`config.mk`:
```
export PLATFORM = sky130hd
export DESIGN_NAME = instr_mem_flat
export DESIGN_NICKNAME = d
export VERILOG_FILES = /design/src/rtl/instr_mem_if.sv /design/src/rtl/instr_mem.sv /design/src/flat_wrapper.sv
export SDC_FILE = /design/constraint.sdc
export NUM_CORES = 2
export LEC_CHECK = 0
export CORE_ASPECT_RATIO = 0.5
export CORE_MARGIN = 2
export CORE_UTILIZATION = 64
export DETAILED_ROUTE_END_ITERATION = 10
export GPL_TIMING_DRIVEN = 0
export PLACE_DENSITY_LB_ADDON = 0.12
export REMOVE_ABC_BUFFERS = 1
export SLEW_MARGIN = 15
export SYNTH_ARGS = -nofsm -noshare
export SYNTH_HDL_FRONTEND = slang
export SYNTH_SLANG_ARGS = --single-unit
```
`constraint.sdc`:
```
create_clock -name clk -period 8.7 [get_ports clk]
set_input_delay 0.87 -clock clk [delete_from_list [all_inputs] [get_ports clk]]
set_output_delay 0.87 -clock clk [all_outputs]
set_load 0.05 [all_outputs]
```
`src/rtl/instr_mem_if.sv`:
```
// -----------------------------------------------------------------------------
// instr_mem_if
//   Bundles the instruction-memory buses: the fetch-stage read port and the
//   host boot-load port. Signal suffixes (_i/_o) are relative to the memory.
//
//   Fetch read : im_addr_i, im_rd_i -> im_data_o, im_valid_o
//   Host load  : load_start_i, load_valid_i, load_data_i, load_last_i
//                -> load_ready_o, load_done_o, load_err_o, load_count_o
//   Boot       : start_o (one-cycle pulse to the fetch stage)
//
//   slave  : the memory itself
//   master : the fetch stage / host side (used by the testbench)
// -----------------------------------------------------------------------------
interface instr_mem_if #(
    parameter int DATA_WIDTH = 16,
    parameter int ADDR_WIDTH = 8
);
    logic [ADDR_WIDTH-1:0] im_addr_i;
    logic                  im_rd_i;
    logic [DATA_WIDTH-1:0] im_data_o;
    logic                  im_valid_o;

    logic                  load_start_i;
    logic                  load_valid_i;
    logic [DATA_WIDTH-1:0] load_data_i;
    logic                  load_last_i;
    logic                  load_ready_o;
    logic                  load_done_o;
    logic                  load_err_o;
    logic [ADDR_WIDTH:0]   load_count_o;
    logic                  start_o;

    modport slave (
        input  im_addr_i, im_rd_i,
        output im_data_o, im_valid_o,
        input  load_start_i, load_valid_i, load_data_i, load_last_i,
        output load_ready_o, load_done_o, load_err_o, load_count_o, start_o
    );

    modport master (
        output im_addr_i, im_rd_i,
        input  im_data_o, im_valid_o,
        output load_start_i, load_valid_i, load_data_i, load_last_i,
        input  load_ready_o, load_done_o, load_err_o, load_count_o, start_o
    );
endinterface

```
`src/rtl/instr_mem.sv`:
```
// -----------------------------------------------------------------------------
// instr_mem
//   Instruction memory for the 16-bit pipelined processor. The host streams a
//   program in over a valid/ready port; once the load completes, the fetch
//   stage reads it with a registered one-cycle latency. Reads at or beyond
//   the loaded word count return 0 (NOP). A successful load pulses start_o.
//
//   Ports
//     clk    : clock, rising edge
//     rst_n  : asynchronous active-low reset
//     bus    : instr_mem_if.slave (fetch read port + host load port)
// -----------------------------------------------------------------------------
module instr_mem #(
    parameter int DATA_WIDTH = 16,
    parameter int ADDR_WIDTH = 8
) (
    input  logic         clk,
    input  logic         rst_n,
    instr_mem_if.slave   bus
);
    localparam int                  DEPTH    = 1 << ADDR_WIDTH;
    localparam logic [ADDR_WIDTH:0] LAST_IDX = (ADDR_WIDTH + 1)'(DEPTH - 1);
    localparam logic [ADDR_WIDTH:0] ONE      = (ADDR_WIDTH + 1)'(1);

    typedef enum logic [1:0] {
        IDLE  = 2'd0,
        LOAD  = 2'd1,
        READY = 2'd2
    } state_t;

    state_t                r_state;
    state_t                w_next_state;
    logic                  w_load_ready;
    logic                  w_accept;
    logic                  w_at_end;
    logic                  w_rd_hit;

    logic [ADDR_WIDTH:0]   r_count;
    logic                  r_done;
    logic                  r_err;
    logic                  r_start;
    logic [DATA_WIDTH-1:0] r_im_data;
    logic                  r_im_valid;
    logic [DATA_WIDTH-1:0] r_mem [DEPTH];

    // A restart in the same cycle as a valid word wins: the word is dropped.
    assign w_accept = bus.load_valid_i & w_load_ready & ~bus.load_start_i;
    assign w_at_end = (r_count == LAST_IDX);
    // Compare one bit wider so count == DEPTH (after overflow) covers every address.
    assign w_rd_hit = ({1'b0, bus.im_addr_i} < r_count);

    // State register.
    // NOTE: sequential state uses non-blocking (<=) so every flop samples the
    // pre-edge values; blocking here would create order-dependent races.
    always_ff @(posedge clk or negedge rst_n) begin
        if (!rst_n) begin
            r_state <= IDLE;
        end else begin
            r_state <= w_next_state;
        end
    end

    // Next-state logic.
    // NOTE: default assignment first so no path leaves w_next_state unassigned
    // (otherwise a latch is inferred).
    always_comb begin
        w_next_state = r_state;
        case (r_state)
            IDLE: begin
                if (bus.load_start_i) w_next_state = LOAD;
            end
            LOAD: begin
                if (bus.load_start_i)                           w_next_state = LOAD;
                else if (w_accept && (bus.load_last_i || w_at_end)) w_next_state = READY;
            end
            READY: begin
                if (bus.load_start_i) w_next_state = LOAD;
            end
            default: w_next_state = IDLE;
        endcase
    end

    // State-decoded outputs.
    always_comb begin
        w_load_ready = (r_state == LOAD);
    end

    // Load bookkeeping and registered read port.
    always_ff @(posedge clk or negedge rst_n) begin
        if (!rst_n) begin
            r_count    <= '0;
            r_done     <= 1'b0;
            r_err      <= 1'b0;
            r_start    <= 1'b0;
            r_im_data  <= '0;
            r_im_valid <= 1'b0;
        end else begin
            r_start <= 1'b0;

            // load_start_i always (re)enters LOAD, from any state.
            if (bus.load_start_i) begin
                r_count <= '0;
                r_done  <= 1'b0;
                r_err   <= 1'b0;
            end else if (w_accept) begin
                r_count <= r_count + ONE;
                if (bus.load_last_i) begin
                    r_done  <= 1'b1;
                    r_start <= 1'b1;
                end else if (w_at_end) begin
                    r_err <= 1'b1;
                end
            end

            // Fetch only sees data once a load has finished.
            if (r_state == READY) begin
                r_im_valid <= bus.im_rd_i;
                if (bus.im_rd_i) begin
                    r_im_data <= w_rd_hit ? r_mem[bus.im_addr_i] : '0;
                end
            end else begin
                r_im_valid <= 1'b0;
                r_im_data  <= '0;
            end
        end
    end

    // Program storage.
    // NOTE: the array has no reset; r_count gates every read, so stale
    // contents are never visible and the array maps onto plain RAM.
    always_ff @(posedge clk) begin
        if (w_accept) begin
            r_mem[r_count[ADDR_WIDTH-1:0]] <= bus.load_data_i;
        end
    end

    assign bus.load_ready_o = w_load_ready;
    assign bus.load_done_o  = r_done;
    assign bus.load_err_o   = r_err;
    assign bus.load_count_o = r_count;
    assign bus.start_o      = r_start;
    assign bus.im_data_o    = r_im_data;
    assign bus.im_valid_o   = r_im_valid;
endmodule

```
`src/flat_wrapper.sv`:
```
// flat-port wrapper written by rule: the top's interface ports become plain ports
module instr_mem_flat 
#(
    parameter int DATA_WIDTH = 16,
    parameter int ADDR_WIDTH = 8
)
  (clk, rst_n, bus_im_addr_i, bus_im_rd_i, bus_im_data_o, bus_im_valid_o, bus_load_start_i, bus_load_valid_i, bus_load_data_i, bus_load_last_i, bus_load_ready_o, bus_load_done_o, bus_load_err_o, bus_load_count_o, bus_start_o);
  instr_mem_if #(.DATA_WIDTH(DATA_WIDTH), .ADDR_WIDTH(ADDR_WIDTH)) bus_i ();
  input  logic clk;
  input  logic rst_n;
  input wire logic [$bits(bus_i.im_addr_i)-1:0] bus_im_addr_i;
  input wire logic [$bits(bus_i.im_rd_i)-1:0] bus_im_rd_i;
  output wire logic [$bits(bus_i.im_data_o)-1:0] bus_im_data_o;
  output wire logic [$bits(bus_i.im_valid_o)-1:0] bus_im_valid_o;
  input wire logic [$bits(bus_i.load_start_i)-1:0] bus_load_start_i;
  input wire logic [$bits(bus_i.load_valid_i)-1:0] bus_load_valid_i;
  input wire logic [$bits(bus_i.load_data_i)-1:0] bus_load_data_i;
  input wire logic [$bits(bus_i.load_last_i)-1:0] bus_load_last_i;
  output wire logic [$bits(bus_i.load_ready_o)-1:0] bus_load_ready_o;
  output wire logic [$bits(bus_i.load_done_o)-1:0] bus_load_done_o;
  output wire logic [$bits(bus_i.load_err_o)-1:0] bus_load_err_o;
  output wire logic [$bits(bus_i.load_count_o)-1:0] bus_load_count_o;
  output wire logic [$bits(bus_i.start_o)-1:0] bus_start_o;
  assign bus_i.im_addr_i = bus_im_addr_i;
  assign bus_i.im_rd_i = bus_im_rd_i;
  assign bus_im_data_o = bus_i.im_data_o;
  assign bus_im_valid_o = bus_i.im_valid_o;
  assign bus_i.load_start_i = bus_load_start_i;
  assign bus_i.load_valid_i = bus_load_valid_i;
  assign bus_i.load_data_i = bus_load_data_i;
  assign bus_i.load_last_i = bus_load_last_i;
  assign bus_load_ready_o = bus_i.load_ready_o;
  assign bus_load_done_o = bus_i.load_done_o;
  assign bus_load_err_o = bus_i.load_err_o;
  assign bus_load_count_o = bus_i.load_count_o;
  assign bus_start_o = bus_i.start_o;
  instr_mem #(.DATA_WIDTH(DATA_WIDTH), .ADDR_WIDTH(ADDR_WIDTH)) u_core (.clk(clk), .rst_n(rst_n), .bus(bus_i));
endmodule
```
Word level (Yosys, flattened, before mapping)
Memory sizes are Yosys's and may differ from the RTL's.
Cells that the tools add are included.
W data, S select, Z words.
{ "totals": {"reg_bits": 31, "ram_bits": 4096, "in_bits": 30, "output_inout_bits": 30, "elab_cells": 52, "n_memories": 1} }
{ "memory_table": {"columns": ["memory", "words", "width", "rd", "rd_clocked_by_memory_dff", "write_ports", "line", "text"], "rows": [
  ["u_core.r_mem", 256, 16, 1, 0, 1, "instr_mem.sv:44", "logic [DATA_WIDTH-1:0] r_mem [DEPTH];"]
]} }
{ "classes": {"addsub": 1, "order_cmp": 1, "n_eq_ne": 7, "n_mux": 22, "bitwise": 3, "n_reduce_logical": 10} }
{ "ops": {"columns": ["op", "count"], "rows": [
  ["$mux W16", 3],
  ["$mux W9", 2],
  ["$mux W1", 13],
  ["$add A9 B1 Y9 const B", 1],
  ["$eq A9 B8 Y1 const B", 1],
  ["$lt A8 B9 Y1", 1],
  ["$mux W2", 3],
  ["$reduce_bool A2 Y1", 3],
  ["$ne A2 B2 Y1 const B", 2],
  ["$pmux W2 S2", 1],
  ["$reduce_and A2 Y1", 2],
  ["$ne A3 B3 Y1 const B", 1],
  ["$reduce_and A3 Y1", 1],
  ["$and A1 B1 Y1", 2],
  ["$eq A2 B1 Y1 const B", 1],
  ["$eq A2 B2 Y1 const B", 1],
  ["$logic_not A2 Y1", 1],
  ["$ne A2 B1 Y1 const B", 1],
  ["$reduce_or A2 Y1", 1],
  ["$logic_and A1 B1 Y1", 1],
  ["$logic_or A1 B1 Y1", 1],
  ["$not A1 Y1", 1]
]} }

Longest topological paths before layout
{ "logic_depth": {"ltp_word": 7, "depth_mapped": 14, "depth_no_buf": 8} }

Worst setup path after synthesis
OpenSTA, ideal clock, no wires.
{ "synth_timing": {"path_type": "register -> register", "startpoint": "register u_core.r_state[1]", "endpoint": "memory u_core.r_mem[106][0] (enable)", "setup_time_ns": 0.409, "arrival_time_ns": 3.332, "required_time_ns": 8.291, "path_slack_ns": 4.959, "stages_incl_launch_ff": 7, "n_path_buf": 2, "period_less_slack_ns": 3.741, "path_cell_list": "dfrtp_1 -> nor2b_1 -> and2_1 -> clkbuf_1 -> nand4_1 -> clkbuf_1 -> nor3_1"} }
{ "synth_via": {"elab_chain_cells": 5} }
{ "synth_lines": {"columns": ["item", "line", "text"], "rows": [
  ["start, declared", "instr_mem.sv:31", "state_t r_state;"],
  ["start signal, assigned", "instr_mem.sv:59", "r_state <= w_next_state;"],
  ["$eq A2 B1 Y1", "instr_mem.sv:85", "w_load_ready = (r_state == LOAD);"],
  ["net bus_load_ready_o", "flat_wrapper.sv:19", "output wire logic [$bits(bus_i.load_ready_o)-1:0] bus_load_ready_o;"],
  ["$and A1 B1 Y1 (2 in series)", "instr_mem.sv:47", "assign w_accept = bus.load_valid_i & w_load_ready & ~bus.load_start_i;"],
  ["$mux W1", "instr_mem.sv:132", "if (w_accept) begin"],
  ["$mux W1 (implied by the code)", "instr_mem.sv:133", "r_mem[r_count[ADDR_WIDTH-1:0]] <= bus.load_data_i;"],
  ["end, declared", "instr_mem.sv:44", null]
]} }
The timed path passes the listed nets, and every way through them passes these cells.

Worst setup path after layout
{ "layout_timing": {"startpoint": "input bus_im_addr_i[1]", "endpoint": "register u_core.r_im_data[4] (netlist: u_core.bus.im_data_o[4])"} }
{ "layout_via": {"elab_chain_cells": 4, "elab_cells_between_ends": 5, "classes_between": "1 x order compare; 3 x mux; 1 x memory"} }
{ "layout_lines": {"columns": ["item", "line", "text"], "rows": [
  ["start, declared", "flat_wrapper.sv:11", "input wire logic [$bits(bus_i.im_addr_i)-1:0] bus_im_addr_i;"],
  ["$mem_v2 Z256 W16 or $lt A8 B9 Y1 (tied branches)", null, null],
  ["$mux W16 (*)", "instr_mem.sv:119", "r_im_data <= w_rd_hit ? r_mem[bus.im_addr_i] : '0;"],
  ["$mux W16 (*)", "instr_mem.sv:118", "if (bus.im_rd_i) begin"],
  ["$mux W16 (*)", "instr_mem.sv:116", "if (r_state == READY) begin"],
  ["end signal, assigned", "instr_mem.sv:119", null],
  ["end, declared", "instr_mem.sv:42", "logic [DATA_WIDTH-1:0] r_im_data;"]
]} }
Every way passes the cells marked *; elsewhere a longest branch is shown, timed or not. The select of a mux whose other input is x is not followed.
A chain may end at the register's enable or synchronous reset.

==> impl_metrics.ini <==
[final_layout]
finalNetCount = 7506
final_cell_area_sq_um = 179000
drive_above_1_share_pct = 27.6
fill_cells = 13452
area_growth_pct = 12.6
stdcell_count = 11005
utilization_pct = 72.4

[timing]
slew_violations = 0
holdWs_ps = 248
fin_crit_ps = 6020
setup_viol = 0
worst_slack_ps = 2680
min_period_over_period_pct = 69.2
fmax_mhz = 166
fin_tns_setup_ps = 0
worst_pin_slew_ps = 1360
hold_viol_final = 0
rsz0062_at_grt = no
fin_skew_ps = 34.7
max_slew_margin_pct = 8.17

[setup_path]
crit_top_cell = buf_16
max_stage_delay_ps = 1170
path_cells = buf_16 -> buf_16 -> buf_16 -> buf_16 -> mux4_2 -> mux4_2 -> a22oi_1 -> a21oi_1 -> o21ai_0 -> a21oi_1
worst-path-max-fanout = 124
cp.required_ps = 9420
worstRegToRegCells = 6
critPathBufInv = 4
critical_path_class = primary input to register
crit_family = compound AO/OA/AOI/OAI gates
critPathSlowestCell = o21ai_0
critPathCaptureType = register
critical_path_depth = 10
cp.arrival_ps = 6740
startpoint_type = primary input

[drt]
drcViolationCount = 0
first_pass_iters = 6
vias_per_cell = 7.24
met3WireLength_um = 59600
wire_per_inst_um = 38.1
wirelength_um = 419000
highest_layer = met5
vias = 79653
dr_wl_met2_um = 188000
wl_met1_um = 153000
drt_iter0_markers = 13425
drtAntennaViolNets = 0

[synthesis]
ys_types = 71
yosysTopAreaCellShare_pct = 77.6
yosysTopAreaCell = edfxtp_1
synthXorXnorAreaFrac_pct = 0.0387
synth_common_cells = edfxtp_1, mux4_2, mux2i_1
syn_area_per_cell_sq_um = 22.2
synth_top_family_by_area = multiplexers
syn_area_sq_um = 159000
ys_top_cells_by_area = edfxtp_1, mux4_2, mux2i_1
synth_seq_cells = 4127
syn_inst = 7140
synth_edf_count = 4096
ys.flop_type = edfxtp_1
synth-simple-area-share_pct = 1.82
yosysSeqAreaShare_pct = 78.1
yosysMostFrequentCell = edfxtp_1
yosys_warnings = 0
ys_async_sr_fraction_pct = 0.751
synth.area.mux_share_pct = 15.7
synth-compound-area-share_pct = 2.84
synth_fa_ha_area_share_pct = 0.0947

[place]
place.gp.congestion = 0.893
port_buffers = 59
place_ws_ps = 2180
hpwl_um = 263000
place_inst = 10392
post_dp_cell_area_sq_um = 168000

[die]
num_io_pins = 60
die_w_um = 708
core_area_sq_um = 247000
die_area_sq_um = 252000
row_count = 129
start_util_pct = 64.3
die_y_um = 356

[global_routing]
grt_use_total_pct = 33.5
grt_overflow_total = 0
grt_first_pass_wirelength_um = 588000
antenna_found_initial = 27
grt_pass1_vias = 77596
grt_max_degree = 131

[clock_network]
numCtsBuffers = 343
cts_tree = yes
htree_num_levels = 5
cts_setup_buffers = 0
post_cts_resized = 0
root_buffer = clkbuf_16
cts.sinks = 4127
worstSkewPairLatency_ps = 890
ctsLongestPathBuffers = 4
cts.reportedPaths.clkPinSlew_ps = 70

[run]
maxCapViolations = 0

[hold_path]
hold_depth = 1
hold_path_class = primary input to register

[power]
power_density_nw_per_um2 = 219
power_mw = 39.1
irDropWorstVdd_mv = 0.135
cellLeakagePower_nw = 55.7

[outcome]
status = finished clean
[worst paths after layout]
path                                    start                      end  slack, ps
min in group asynchronous               rst_n        u_core.r_state[1]        340
min                        bus_load_data_i[1]     u_core.r_mem[130][1]        250
min reg2reg                 u_core.r_state[1]        u_core.r_state[0]        510
max                          bus_im_addr_i[1]  u_core.bus.im_data_o[4]       2680
max in group asynchronous               rst_n  u_core.bus.im_data_o[3]       7920
max reg2reg                 u_core.r_state[0]     u_core.r_mem[97][14]       4150
[cells in the final DEF (no fill, tap or decap), types with 31 or more instances in the layout]
cell | netlist | routed
edfxtp_1 | 4096 | 4096
mux4_2 | 951 | 951
clkbuf_16 | 0 | 353
mux2i_1 | 325 | 325
nor2_2 | 0 | 185
buf_8 | 0 | 151
a22oi_1 | 136 | 136
nand2_1 | 117 | 97
a21oi_1 | 90 | 89
buf_16 | 0 | 82
o22ai_1 | 80 | 80
clkbuf_1 | 150 | 78
o21ai_0 | 74 | 73
nor2_1 | 285 | 71
clkinv_1 | 0 | 68
a221oi_1 | 64 | 64
clkinv_2 | 0 | 60
buf_4 | 66 | 57
buf_6 | 27 | 52
nor3_2 | 0 | 50
a22o_1 | 37 | 37
o221ai_1 | 36 | 36
clkdlybuf4s50_1 | 0 | 34
dfrtp_1 | 31 | 31
[power by group]
| part | total (mW) | leakage, nW | switching, mW | internal (mW) |
|---|---|---|---|---|
| clock network | 15.2 | 5.23 | 6.89 | 8.31 |
| registers | 21.9 | 37.2 | 0.00665 | 21.8 |
| logic | 2.04 | 13.3 | 1.34 | 0.698 |
| total | 39.1 | 55.7 | 8.23 | 30.8 |
[final cells by class]
cell class	count	area [sq um]	share of cell area, %
Antenna cell	6	15.0	0.00841
Clock buffer	432	9140	5.12
Clock inverter	173	1560	0.871
Inverter	18	80.1	0.0448
Multi-Input combinational cell	2581	33800	18.9
Sequential cell	4127	124000	69.3
Tap cell	3275	4100	2.29
Timing Repair Buffer	393	6170	3.45
[flip-flops by register name (all words and copies together) (netlist names)]
name                     flops
u_core.bus.im_valid_o        1
u_core.bus.start_o           1
u_core.bus.load_done_o       1
u_core.bus.load_err_o        1
u_core.r_state               2
u_core.bus.im_data_o        16
u_core.r_mem              4096
u_core.bus.load_count_o      9
[cell families (layout without fill, tap and decap cells)]
group,after synthesis,after routing
muxes,1303,1303
and+or+nand+nor,626,626
buffers and inverters,432,1016
other,0,6
DFF,4127,4127
xor gates and xnor gates,7,7
AOI/OAI and AO/OA,633,633
adders and majority gates,12,12
[layer usage]
layer	GRT usage [%]	vias to the layer above
met4	12.4	12
met1	48.5	42034
met2	48.9	5687
met3	10.8	921
li1	-	30999
met5	0	-
[timing repair]
action	CTS	global route
hold endpoints to repair	5	0
hold buffers	1	0
setup endpoints to repair	0	0
(Power assumes the default switching activity.)
